==> src/rtl/wrr_arbiter.sv <==
// Weighted round-robin arbiter: held one-hot grant per tenure of up to weight[i] acked
// transfers (unbounded while lock[i]); 1-cycle request-to-grant, zero-bubble handoff.
module wrr_arbiter #(
  parameter int N   = 4,
  parameter int WW  = 4,
  parameter int IDW = (N > 1) ? $clog2(N) : 1
) (
  input  logic            clk,
  input  logic            rst_n,
  input  logic [N-1:0]    req,
  input  logic [N-1:0]    lock,
  input  logic [N*WW-1:0] weight,
  input  logic            ack,
  output logic [N-1:0]    grant,
  output logic            grant_valid,
  output logic [IDW-1:0]  grant_id,
  output logic [WW-1:0]   credit_left
);

  typedef enum logic {IDLE, GRANT} state_t;

  state_t         state;
  logic [IDW-1:0] ptr;
  logic [IDW-1:0] owner;
  logic [WW-1:0]  credit;

  logic [IDW-1:0] nxt_ptr;
  logic [IDW-1:0] scan_base;
  logic [IDW-1:0] sel;
  logic [WW-1:0]  sel_credit;
  logic           tenure_end;

  // First requester at or after p, wrapping modulo N.
  function automatic logic [IDW-1:0] pick(input logic [N-1:0] r, input logic [IDW-1:0] p);
    logic [IDW-1:0] res;
    logic           found;
    int             idx;
    res   = '0;
    found = 1'b0;
    for (int k = 0; k < N; k++) begin
      idx = int'(p) + k;
      if (idx >= N) idx = idx - N;
      if (!found && r[idx]) begin
        res   = IDW'(idx);
        found = 1'b1;
      end
    end
    return res;
  endfunction

  always_comb begin
    nxt_ptr    = (owner == IDW'(N - 1)) ? '0 : owner + 1'b1;
    scan_base  = (state == IDLE) ? ptr : nxt_ptr;
    sel        = pick(req, scan_base);
    sel_credit = weight[sel*WW +: WW];
    if (sel_credit == '0) sel_credit = WW'(1);
    // A withdrawn request ends the tenure even if ack is high in the same cycle.
    tenure_end = (state == GRANT) &&
                 (!req[owner] || (ack && credit == WW'(1) && !lock[owner]));
  end

  always_ff @(posedge clk or negedge rst_n) begin
    if (!rst_n) begin
      state  <= IDLE;
      ptr    <= '0;
      owner  <= '0;
      credit <= '0;
      grant  <= '0;
    end else if (state == IDLE) begin
      if (|req) begin
        state  <= GRANT;
        owner  <= sel;
        credit <= sel_credit;
        grant  <= N'(1) << sel;
      end
    end else if (tenure_end) begin
      ptr <= nxt_ptr;
      if (|req) begin
        owner  <= sel;
        credit <= sel_credit;
        grant  <= N'(1) << sel;
      end else begin
        state  <= IDLE;
        owner  <= '0;
        credit <= '0;
        grant  <= '0;
      end
    end else if (ack && credit > WW'(1)) begin
      credit <= credit - 1'b1;
    end
  end

  assign grant_valid = (state == GRANT);
  assign grant_id    = owner;
  assign credit_left = credit;

endmodule
==> config.mk <==
export PLATFORM = sky130hd
export DESIGN_NAME = wrr_arbiter
export DESIGN_NICKNAME = d
export VERILOG_FILES = /design/src/rtl/wrr_arbiter.sv
export SDC_FILE = /design/constraint.sdc
export NUM_CORES = 1
export LEC_CHECK = 0
export ABC_AREA = 1
export ABC_CLOCK_PERIOD_IN_PS = 2600
export BUFFER_PORTS_ARGS = -buffer_cell sky130_fd_sc_hd__buf_4
export CAP_MARGIN = 40
export CORE_ASPECT_RATIO = 0.8
export CORE_MARGIN = 2
export CORE_UTILIZATION = 45
export CTS_CLUSTER_SIZE = 16
export DETAILED_ROUTE_END_ITERATION = 16
export GPL_ROUTABILITY_DRIVEN = 0
export PLACE_DENSITY = 0.79
export SYNTH_ARGS = -nofsm -noshare
export SYNTH_HDL_FRONTEND = slang
export SYNTH_SLANG_ARGS = --single-unit
export TNS_END_PERCENT = 30
==> constraint.sdc <==
create_clock -name clk -period 2.6 [get_ports clk]
set_input_delay 0.13 -clock clk [delete_from_list [all_inputs] [get_ports clk]]
set_output_delay 0.13 -clock clk [all_outputs]
set_load 0.005 [all_outputs]
==> impl_metrics.toml <==
[run_status]
outcome = "complete, no violations"

[power]
powerDensity_nw_per_um2 = 1550
power_frac_seq_pct = 14.0
comb_power_share_pct = 79.4
p_clk_share_pct = 6.6
p_switching_mw = 1.51
p_int_mw = 1.19
peakVddDrop_mv = 0.721
p_leak_nw = 0.930
swShare_pct = 56.0

[layout]
area_growth_pct = 29.0
finalInstanceArea_um2 = 1750
multi_input_area_um2 = 935
fillers = 273
regArea_um2 = 325
diodes = 0
drive_gt1_share_pct = 28.6
layout.nets = 283

[die]
die_h_um = 53.1
chipWidth_um = 65.4
core_um2 = 2810
dieArea_um2 = 3470
io_pins = 38
start_util_pct = 48.3
rows = 17

[sta]
fin_crit_ps = 2370
hold_viol = 0
setup_violations = 0
skew_ps = 1.16
worst_pin_slew_ps = 507
finalMaxSlewViolations = 0
max_freq_mhz = 421
tns_ps = 0
rsz0062_at_grt = "no"
slew_headroom_pct = 65.9
fin_crit_sh_pct = 91.3

[grt]
grt_pass1_wl_um = 5420
grt.total_usage_pct = 20.5
grt_pass1_vias = 1219
grt_remaining_overflow = 0
grt_max_degree = 14
antenna_found_initial = 0

[detailed_routing]
vias_per_cell = 5.03
firstDrtPassIters = 4
drtIter0Drc = 102
drtAntennaViolNets = 0
wl_per_cell_um = 11.5
via_count = 1459
drc = 0
drt_wl_total_um = 3330

[worst_setup_path]
r2r_cells = 18
critical_path_class = "reg2reg"
start_kind = "flop"
cp.arrival_ps = 2500
rrSetupSlack_ps = 230
endpoint_kind = "flop"
critPathMaxFanout = 9
crit_required_ps = 2730

[synth]
ys_seq_area_share_pct = 24.0
syn_inst = 209
syn-num-nets = 239
synth_top_area_cell = "dfrtp_1"
syn_area_um2 = 1360
yosysUniqueCellTypes = 29
synth_top_area_share_pct = 24.0
synth.top_cells.by_area = "dfrtp_1 24%, nand2_1 16%, nand3_1 9.6%, inv_1 6.6%, nand2_4 5.8%"
syn_avg_cell_area_um2 = 6.48
yosysWarnings = 0
ys_ff_latch = 13

[place]
hpwl_um = 2720
placed_cell_area_um2 = 1690
place.port_buffers = 37

[min_path]
min_path_type = "in2reg"
worstHoldPathCells = 3

[clock_network]
cts-htree-levels = 1
insertion_delay_ps = 240
clockBufferDepth = 2
cts_tree = "built"
path_clk_slew_ps = 50
cts_buffers = 3
cts_root_buffer = "clkbuf_8"
post_cts.repair.setup_buffers = 0
cts_num_sinks = 13

[job]
drv_cap = 0
metrics by stage:
step                setup slack [ps]  instances  hold WS (ps)  power [mW]  utilization, %
floorplan                        339        209          -166        2.00               -
finish                           226        290           195        2.70            62.3
CTS                              213        290           187        2.68            62.1
global route                    15.5        290           199        3.00            62.3
detailed placement               228        285         -15.0        2.49            60.1
global placement                 247        285         -14.9        2.48            60.1
cells in the final DEF (no fill, tap or decap), types with 8 or more instances in the layout:
master,count
nand2_2,11
nand2_1,59
buf_4,38
nor2_1,19
inv_1,24
nand2_4,8
nand3_1,26
o21ai_0,12
dfrtp_1,13
a21oi_1,11
registers in the layout, indices dropped and copies added, names as in the netlist:
register / count
credit_left: 4
grant: 4
grant_id: 2
grant_valid: 1
ptr: 2
final timing paths:
check / startpoint / endpoint
min in group asynchronous: rst_n / grant[1]
hold / removal: req[1] / grant_valid
setup reg to reg: grant_id[1] / credit_left[0]
setup / recovery: grant_id[1] / credit_left[0]
hold reg to reg: grant[2] / grant[2]
max in group asynchronous: rst_n / credit_left[3]
layer usage:
| layer | part of all wire (%) | up-vias | global-route usage [%] |
|---|---|---|---|
| li1 | - | 763 | - |
| met4 | 1.3 | 0 | 5.56 |
| met2 | 41 | 38 | 29.6 |
| met1 | 51 | 652 | 30.5 |
| met3 | 5.9 | 6 | 4.47 |
| met5 | 0 | - | 0 |
worst max-delay path, stage by stage, from the launching register on:
cell and delay [ps]:
dfrtp_1 410, ha_1 320, inv_1 70, nand2_1 80, nand2_4 110, nand2_1 70
nand2_2 80, nand2_2 80, nand2_4 90, nor2_4 40, nand2_1 110, nand3_2 110
nand2_4 130, nand2_1 90, or2_0 200, o211ai_1 90, nand2_1 70, nand2_1 70
a21oi_2 50
area by class of cell:
type                       count  area share (%)
timing repair buffer          39            16.9
clock buffer                   4            2.58
sequential                    13            18.6
multi-input combinational    170            53.5
inverter                      26            5.73
tap                           38            2.72
synthesized netlist by cell type, drive strengths merged:
master / n
nand3: 29
a21oi: 13
o31ai: 1
o211ai: 1
o21ai: 14
or2: 1
o32ai: 1
nand2: 80
xor2: 2
inv: 26
nor2: 21
o311ai: 1
ha: 3
nor3: 1
dfrtp: 13
and3: 1
nor4: 1
logic make-up (layout without fill, tap and decap cells):
kind of cell	Yosys count	in the layout	share of synthesized area, %
compound gates	31	31	13.8
xor+xnor	2	2	1.29
fa+ha+maj	3	3	2.77
buf+inv	26	69	7.39
flops	13	13	24.0
simple gates	134	134	50.8
power groups by stage:
stage / clock network [mW] / logic, mW / registers [mW]
after floorplan: 0 / 1.61 / 0.388
after global placement: 0 / 2.10 / 0.380
after detailed placement: 0 / 2.11 / 0.380
after CTS: 0.183 / 2.12 / 0.378
after global routing: 0.196 / 2.41 / 0.390
final: 0.179 / 2.15 / 0.378
repair_timing:
action	CTS	global route
hold buffers	1	0
resized for setup	0	1
endpoints found under the setup margin	0	1
hold endpoints to repair	13	0
Note: power is estimated with default switching activity, not from simulation.
